File: config.mk
export PLATFORM = sky130hd
export DESIGN_NAME = spi3w_write_sequencer_flat
export DESIGN_NICKNAME = d
export VERILOG_FILES = /design/src/rtl/spi3w_write_sequencer_if.sv /design/src/rtl/spi3w_write_sequencer.sv /design/src/flat_wrapper.sv
export SDC_FILE = /design/constraint.sdc
export NUM_CORES = 1
export LEC_CHECK = 0
export BUFFER_PORTS_ARGS = -buffer_cell sky130_fd_sc_hd__buf_2
export CAP_MARGIN = 10
export CORE_UTILIZATION = 35
export DETAILED_ROUTE_END_ITERATION = 16
export GPL_TIMING_DRIVEN = 0
export PLACE_DENSITY_LB_ADDON = 0.12
export SKIP_LAST_GASP = 1
export SYNTH_ARGS = -nofsm -noshare
export SYNTH_HDL_FRONTEND = slang
export SYNTH_SLANG_ARGS = --single-unit
File: constraint.sdc
create_clock -name I_clk -period 4.1 [get_ports I_clk]
set_clock_uncertainty 0.05 [all_clocks]
set_input_delay 0.41 -clock I_clk [delete_from_list [all_inputs] [get_ports I_clk]]
set_output_delay 0.41 -clock I_clk [all_outputs]
set_load 0.03 [all_outputs]
File: src/rtl/spi3w_write_sequencer_if.sv
// rtl/spi3w_write_sequencer_if.sv - command and serial-writer control bundle for the 3-wire write sequencer
interface spi3w_write_sequencer_if;
  logic       I_cmd_valid;
  logic       O_cmd_ready;
  logic       I_cmd_len;
  logic [7:0] I_cmd_byte0;
  logic [7:0] I_cmd_byte1;
  logic [7:0] I_cmd_byte2;
  logic       O_wr_en;
  logic       O_1st_byte;
  logic       O_2nd_byte;
  logic       O_last_byte;
  logic [7:0] O_data_8;
  logic       I_1Byte_done;
  logic       I_lastByte_done;
  logic       O_busy;
  logic       O_done;
  logic       O_timeout;

  modport master (
    input  I_cmd_valid, I_cmd_len, I_cmd_byte0, I_cmd_byte1, I_cmd_byte2,
    input  I_1Byte_done, I_lastByte_done,
    output O_cmd_ready, O_wr_en, O_1st_byte, O_2nd_byte, O_last_byte, O_data_8,
    output O_busy, O_done, O_timeout
  );

  modport slave (
    output I_cmd_valid, I_cmd_len, I_cmd_byte0, I_cmd_byte1, I_cmd_byte2,
    output I_1Byte_done, I_lastByte_done,
    input  O_cmd_ready, O_wr_en, O_1st_byte, O_2nd_byte, O_last_byte, O_data_8,
    input  O_busy, O_done, O_timeout
  );
endinterface

File: src/rtl/spi3w_write_sequencer.sv
// rtl/spi3w_write_sequencer.sv - sequences one 2/3-byte write through the 3-wire serial byte writer
module spi3w_write_sequencer #(
  parameter int GAP_CYC     = 4,
  parameter int TIMEOUT_CYC = 32
) (
  input  logic                          I_clk,
  input  logic                          I_rst,
  spi3w_write_sequencer_if.master       bus
);

  typedef enum logic [2:0] {IDLE, B0, B1, B2, GAP} state_t;

  localparam int TW = $clog2(TIMEOUT_CYC + 1);
  localparam int GW = (GAP_CYC > 0) ? $clog2(GAP_CYC + 1) : 1;

  state_t        state_q, state_d;
  logic          ready_q, ready_d;
  logic          len_q, len_d;
  logic [7:0]    byte0_q, byte0_d;
  logic [7:0]    byte1_q, byte1_d;
  logic [7:0]    byte2_q, byte2_d;
  logic [TW-1:0] tmo_cnt_q, tmo_cnt_d;
  logic [GW-1:0] gap_cnt_q, gap_cnt_d;
  logic          d1_prev_q, d1_prev_d;
  logic          dl_prev_q, dl_prev_d;
  logic          done_q, done_d;
  logic          timeout_q, timeout_d;

  logic          edge_1byte;
  logic          edge_last;
  logic          tmo_expire;
  logic          gap_end;

  // A level already high from the previous transaction is history, not an edge.
  assign edge_1byte = bus.I_1Byte_done & ~d1_prev_q;
  assign edge_last  = bus.I_lastByte_done & ~dl_prev_q;
  assign tmo_expire = (tmo_cnt_q == TW'(TIMEOUT_CYC - 1));
  assign gap_end    = (gap_cnt_q == GW'(GAP_CYC));

  always_comb begin
    state_d   = state_q;
    ready_d   = ready_q;
    len_d     = len_q;
    byte0_d   = byte0_q;
    byte1_d   = byte1_q;
    byte2_d   = byte2_q;
    tmo_cnt_d = tmo_cnt_q + TW'(1);
    gap_cnt_d = gap_cnt_q;
    d1_prev_d = bus.I_1Byte_done;
    dl_prev_d = bus.I_lastByte_done;
    done_d    = 1'b0;
    timeout_d = 1'b0;

    case (state_q)
      IDLE: begin
        tmo_cnt_d = '0;
        gap_cnt_d = '0;
        ready_d   = 1'b1;
        if (bus.I_cmd_valid && ready_q) begin
          len_d   = bus.I_cmd_len;
          byte0_d = bus.I_cmd_byte0;
          byte1_d = bus.I_cmd_byte1;
          byte2_d = bus.I_cmd_byte2;
          ready_d = 1'b0;
          state_d = B0;
        end
      end
      B0: begin
        if (edge_1byte) begin
          state_d   = len_q ? B1 : B2;
          tmo_cnt_d = '0;
        end else if (tmo_expire) begin
          state_d   = GAP;
          timeout_d = 1'b1;
          gap_cnt_d = '0;
        end
      end
      B1: begin
        if (edge_1byte) begin
          state_d   = B2;
          tmo_cnt_d = '0;
        end else if (tmo_expire) begin
          state_d   = GAP;
          timeout_d = 1'b1;
          gap_cnt_d = '0;
        end
      end
      B2: begin
        if (edge_last) begin
          state_d   = GAP;
          done_d    = 1'b1;
          gap_cnt_d = '0;
        end else if (tmo_expire) begin
          state_d   = GAP;
          timeout_d = 1'b1;
          gap_cnt_d = '0;
        end
      end
      GAP: begin
        tmo_cnt_d = '0;
        // The cycle carrying done/timeout is the first gap cycle.
        if (gap_end) begin
          state_d = IDLE;
          ready_d = 1'b1;
        end else begin
          gap_cnt_d = gap_cnt_q + GW'(1);
        end
      end
      default: begin
        state_d = IDLE;
        ready_d = 1'b0;
      end
    endcase
  end

  always_ff @(posedge I_clk) begin
    if (I_rst) begin
      state_q   <= IDLE;
      ready_q   <= 1'b0;
      len_q     <= 1'b0;
      byte0_q   <= '0;
      byte1_q   <= '0;
      byte2_q   <= '0;
      tmo_cnt_q <= '0;
      gap_cnt_q <= '0;
      d1_prev_q <= 1'b0;
      dl_prev_q <= 1'b0;
      done_q    <= 1'b0;
      timeout_q <= 1'b0;
    end else begin
      state_q   <= state_d;
      ready_q   <= ready_d;
      len_q     <= len_d;
      byte0_q   <= byte0_d;
      byte1_q   <= byte1_d;
      byte2_q   <= byte2_d;
      tmo_cnt_q <= tmo_cnt_d;
      gap_cnt_q <= gap_cnt_d;
      d1_prev_q <= d1_prev_d;
      dl_prev_q <= dl_prev_d;
      done_q    <= done_d;
      timeout_q <= timeout_d;
    end
  end

  // Writer controls decode straight from state so strobe and data switch on the same edge.
  assign bus.O_cmd_ready = ready_q;
  assign bus.O_wr_en     = (state_q == B0) || (state_q == B1) || (state_q == B2);
  assign bus.O_1st_byte  = (state_q == B0);
  assign bus.O_2nd_byte  = (state_q == B1);
  assign bus.O_last_byte = (state_q == B2);
  assign bus.O_busy      = (state_q != IDLE);
  assign bus.O_done      = done_q;
  assign bus.O_timeout   = timeout_q;

  always_comb begin
    case (state_q)
      B0:      bus.O_data_8 = byte0_q;
      B1:      bus.O_data_8 = byte1_q;
      B2:      bus.O_data_8 = byte2_q;
      default: bus.O_data_8 = 8'h00;
    endcase
  end

endmodule
File: src/flat_wrapper.sv
// flat-port wrapper written by rule: the top's interface ports become plain ports
module spi3w_write_sequencer_flat 
#(
  parameter int GAP_CYC     = 4,
  parameter int TIMEOUT_CYC = 32
)
  (I_clk, I_rst, bus_I_cmd_valid, bus_I_cmd_len, bus_I_cmd_byte0, bus_I_cmd_byte1, bus_I_cmd_byte2, bus_I_1Byte_done, bus_I_lastByte_done, bus_O_cmd_ready, bus_O_wr_en, bus_O_1st_byte, bus_O_2nd_byte, bus_O_last_byte, bus_O_data_8, bus_O_busy, bus_O_done, bus_O_timeout);
  spi3w_write_sequencer_if bus_i ();
  input  logic I_clk;
  input  logic I_rst;
  input wire logic [$bits(bus_i.I_cmd_valid)-1:0] bus_I_cmd_valid;
  input wire logic [$bits(bus_i.I_cmd_len)-1:0] bus_I_cmd_len;
  input wire logic [$bits(bus_i.I_cmd_byte0)-1:0] bus_I_cmd_byte0;
  input wire logic [$bits(bus_i.I_cmd_byte1)-1:0] bus_I_cmd_byte1;
  input wire logic [$bits(bus_i.I_cmd_byte2)-1:0] bus_I_cmd_byte2;
  input wire logic [$bits(bus_i.I_1Byte_done)-1:0] bus_I_1Byte_done;
  input wire logic [$bits(bus_i.I_lastByte_done)-1:0] bus_I_lastByte_done;
  output wire logic [$bits(bus_i.O_cmd_ready)-1:0] bus_O_cmd_ready;
  output wire logic [$bits(bus_i.O_wr_en)-1:0] bus_O_wr_en;
  output wire logic [$bits(bus_i.O_1st_byte)-1:0] bus_O_1st_byte;
  output wire logic [$bits(bus_i.O_2nd_byte)-1:0] bus_O_2nd_byte;
  output wire logic [$bits(bus_i.O_last_byte)-1:0] bus_O_last_byte;
  output wire logic [$bits(bus_i.O_data_8)-1:0] bus_O_data_8;
  output wire logic [$bits(bus_i.O_busy)-1:0] bus_O_busy;
  output wire logic [$bits(bus_i.O_done)-1:0] bus_O_done;
  output wire logic [$bits(bus_i.O_timeout)-1:0] bus_O_timeout;
  assign bus_i.I_cmd_valid = bus_I_cmd_valid;
  assign bus_i.I_cmd_len = bus_I_cmd_len;
  assign bus_i.I_cmd_byte0 = bus_I_cmd_byte0;
  assign bus_i.I_cmd_byte1 = bus_I_cmd_byte1;
  assign bus_i.I_cmd_byte2 = bus_I_cmd_byte2;
  assign bus_i.I_1Byte_done = bus_I_1Byte_done;
  assign bus_i.I_lastByte_done = bus_I_lastByte_done;
  assign bus_O_cmd_ready = bus_i.O_cmd_ready;
  assign bus_O_wr_en = bus_i.O_wr_en;
  assign bus_O_1st_byte = bus_i.O_1st_byte;
  assign bus_O_2nd_byte = bus_i.O_2nd_byte;
  assign bus_O_last_byte = bus_i.O_last_byte;
  assign bus_O_data_8 = bus_i.O_data_8;
  assign bus_O_busy = bus_i.O_busy;
  assign bus_O_done = bus_i.O_done;
  assign bus_O_timeout = bus_i.O_timeout;
  spi3w_write_sequencer #(.GAP_CYC(GAP_CYC), .TIMEOUT_CYC(TIMEOUT_CYC)) u_core (.I_clk(I_clk), .I_rst(I_rst), .bus(bus_i));
endmodule
==> flow_summary_export.csv <==
group,metric,value,unit
floorplan,die_h,77.3,um
sta,postLayoutSetupSlackWorst,1.62,ns
route,detailedRoute.firstIterationViolations,85,
synth,synth_area_per_cell,7.87,um^2
finish,antennaDiodeCount,0,
floorplan,placement_rows,27,
sta,final.min_clock_period,2.48,ns
placed_design,placed_cells,369,
global_route,maximum_number_of_pins_on_one_net_before_global_route_repair,12,
clock_network,cts-resized-gates,0,
critical_path,r2r-end,"u_core.byte1_q[1]",
synth,ys_warn_count,0,
route,drc_errors,0,
route,detail_route.first_pass.iterations,4,
synth,yosys-top-cells-area,"sky130_fd_sc_hd__dfxtp_1 (42%), sky130_fd_sc_hd__nand2_1 (10%), sky130_fd_sc_hd__a21oi_1 (9.1%)",
clock_network,post_cts.repair.setup_buffers,0,
sta,tns,0,ns
finish,syn2layout_area_growth,19.7,%
sta,fmaxAchievable,403,MHz
critical_path,cell_by_cell_listing_of_the_critical_path,"buf_2 -> buf_1 -> buf_1 -> nor2_1 -> buf_2",
sta,final_max_slew_viol_count,0,
route,totalWireLength,4790,um
global_route,gr-usage-all-layers,16.9,%
clock_network,cts.hold.buffers_added,0,
critical_path,worst_setup_slack_for_register_to_register_paths,2.42,ns
critical_path,cp_max_fo,10,
global_route,antenna_found_initial,0,
placed_design,placement.setup.worst_slack,1.97,ns
floorplan,die_x,77.3,um
critical_path,worstReg2RegStart,"u_core.state_q[2]",
global_route,overflow,0,
synth,synth_ff_type,"sky130_fd_sc_hd__dfxtp_1",
status,outcome,"complete, no violations",
route,avgRoutedWirePerCell,12.7,um
clock_network,ctsLongestPathBuffers,2,
finish,finalCoreUtilization,43.4,%
critical_path,cp_top_family,"buffers and inverters",
critical_path,critical_path.n_buffers_inverters,4,
synth,synthDominantCellAreaShare,42.4,%
floorplan,initial_core_util,36.2,%
global_route,grt-busiest-layer,"met2",
sta,timing.slew.headroom,59.0,%
critical_path,startpoint_type,"flop",
placed_design,port_buffers,45,
placed_design,place.detailed.hpwl,3390,um
critical_path,crit_path_max_incr_delay,0.47,ns
sta,worst-slew-pin-transition,0.615,ns
synth,post_synthesis_net_count,285,
clock_network,cts_tree,"yes",
power_and_ir_drop,pwr_density_cell,354,mW/mm^2
clock_network,htree_levels,2,
critical_path,timing.critical_path.to_type,"output port",
sta,final.period_utilization,60.5,%
sta,grt_setup_unrepaired,"no",
finish,fin_cells,376,
power_and_ir_drop,p_leak,0.000978,uW
route,dr_total_vias,1819,
placed_design,finalWeightedCongestion,0.735,
critical_path,critical_path_arrival,2.02,ns
floorplan,placeableCoreArea,0.00547,mm^2
hold_path,worstHoldStart,"bus_I_cmd_byte0[0]",
hold_path,worst_hold_path.num_cells,3,
critical_path,criticalPathCategory,"flop to output port",
synth,synthMostInstantiatedCell,"sky130_fd_sc_hd__nand2_1",
synth,ys_seq_elements,42,
sta,final-hold-violation-count,0,
critical_path,ff2ff_path_depth,6,
critical_path,critical-path-slowest-cell,"sky130_fd_sc_hd__buf_1",
clock_network,clk_latency,0.29,ns
job,maxCapViolations,0,
floorplan,dieArea,0.00597,mm^2
clock_network,cts.sink_count,42,
hold_path,holdCritPathClass,"primary input to flop",
clock_network,numCtsBuffers,5,
global_route,via_count_of_the_first_global_routing_pass,1667,
finish,layout.filler_cells,616,
synth,synth_cells,252,
critical_path,worst_ep_required_time,3.64,ns
finish,layout.nets,337,
placed_design,place_area,0.00230,mm^2
synth,asyncSetResetFlopFracSynth,0,%
synth,post-synth-top-area-cell,"sky130_fd_sc_hd__dfxtp_1",
global_route,global_route_wire_length_before_repair,8020,um
synth,synth.cells.most_frequent,"sky130_fd_sc_hd__nand2_1 (55), sky130_fd_sc_hd__dfxtp_1 (42), sky130_fd_sc_hd__a21oi_1 (36)",
power_and_ir_drop,vdd_ir_drop_max,0.000157,V
clock_network,cts.reportedPaths.clkPinSlew,0.08,ns
route,vias_cell,4.84,
global_route,globalRouteMet3Util,4.05,%
finish,finish.instance_area,0.00237,mm^2
hold_path,worstHoldEndpoint,"u_core.byte0_q[0]",
finish,final_layout_size_suffix_gt1_share,21.4,%
synth,synth_enable_flop_cells,0,
floorplan,top_level_ports,46,
synth,syn-cell-area,0.00198,mm^2
route,antenna_violating_nets_post_route,0,
synth,synth-seq-area-share,42.4,%
clock_network,clockRootBuffer,"sky130_fd_sc_hd__clkbuf_8",
global_route,met1_usage,24.1,%
synth,post_synth_num_cell_types,42,
sta,finalSetupViolCount,0,
global_route,met2_usage,24.6,%
==> registers in the layout, summed over array words and instances (netlist names) <==
| register | flops |
|---|---|
| u_core.bus.O_cmd_ready | 1 |
| u_core.len_q | 1 |
| u_core.byte2_q | 8 |
| u_core.gap_cnt_q | 3 |
| u_core.byte0_q | 8 |
| u_core.bus.O_timeout | 1 |
| u_core.byte1_q | 8 |
| u_core.state_q | 3 |
| u_core.tmo_cnt_q | 6 |
| u_core.d1_prev_q | 1 |
| u_core.bus.O_done | 1 |
| u_core.dl_prev_q | 1 |
==> worst max-delay path by stage <==
stage                            from              end  cells after the start
floorplan           u_core.state_q[0]   bus_O_1st_byte                      4
finish              u_core.state_q[2]  bus_O_data_8[6]                      5
global placement    u_core.state_q[1]  bus_O_data_8[6]                      7
global route        u_core.state_q[1]  bus_O_data_8[4]                      7
CTS                 u_core.state_q[1]  bus_O_data_8[6]                      7
detailed placement  u_core.state_q[1]  bus_O_data_8[4]                      7
==> metrics by stage <==
stage          hold slack (ns)  total power, uW
6_report                 0.298              841
3_5_place_dp             0.389              599
3_3_place_gp             0.383              598
5_1_grt                  0.295              887
4_1_cts                  0.292              850
2_1_floorplan            0.368              552
==> power breakdown <==
part | total (uW) | switching [uW] | internal, uW
Combinational | 151 | 92.9 | 57.7
Clock | 252 | 134 | 117
Sequential | 439 | 10.9 | 428
==> cell usage in the layout (no fill, tap or decap), drive strengths merged, types with 2 or more instances in the layout <==
cell	synthesis	layout
nor3	4	4
xnor2	2	2
nand3	5	5
nand2	55	55
dfxtp	42	42
o21ai	3	3
nand2b	2	2
ha	3	3
or2	2	2
buf	12	57
mux2i	8	8
nor2b	5	5
nor2	31	31
a2111oi	4	4
inv	5	5
clkbuf	6	13
xor2	4	4
and3	3	3
a31oi	3	3
a21oi	36	36
==> metal layers <==
metal | routed length [um] | vias up
met5 | 0 | -
met4 | 47 | 0
met3 | 164 | 4
met2 | 2060 | 35
met1 | 2510 | 823
li1 | - | 957
==> cell families after synthesis <==
logic type      after synthesis  synth area share (%)
flops                        42                  42.4
simple gates                113                  25.0
mux                           9                  4.61
buf+inv                      23                  6.18
fa+ha+maj                     4                  2.40
xor+xnor                      6                  2.65
compound gates               55                  16.7
==> layout make-up <==
class	instances	area [um^2]	share of cell area [%]
clock buffer	7	76.3	3.21
sequential	42	841	35.4
inverter	5	18.8	0.790
timing repair buffer	45	225	9.48
tap	72	90.1	3.79
multi-input combinational	187	1020	42.9
buffer	18	104	4.37
==> worst reg2reg max path: stages, from the launching register on <==
cell and delay (ns):
sky130_fd_sc_hd__dfxtp_1 0.30, sky130_fd_sc_hd__buf_2 0.17, sky130_fd_sc_hd__or3_4 0.37, sky130_fd_sc_hd__nor2_4 0.23
sky130_fd_sc_hd__buf_2 0.28, sky130_fd_sc_hd__nand2_1 0.10, sky130_fd_sc_hd__a21oi_1 0.12
Power figures use the tool's default switching activity.
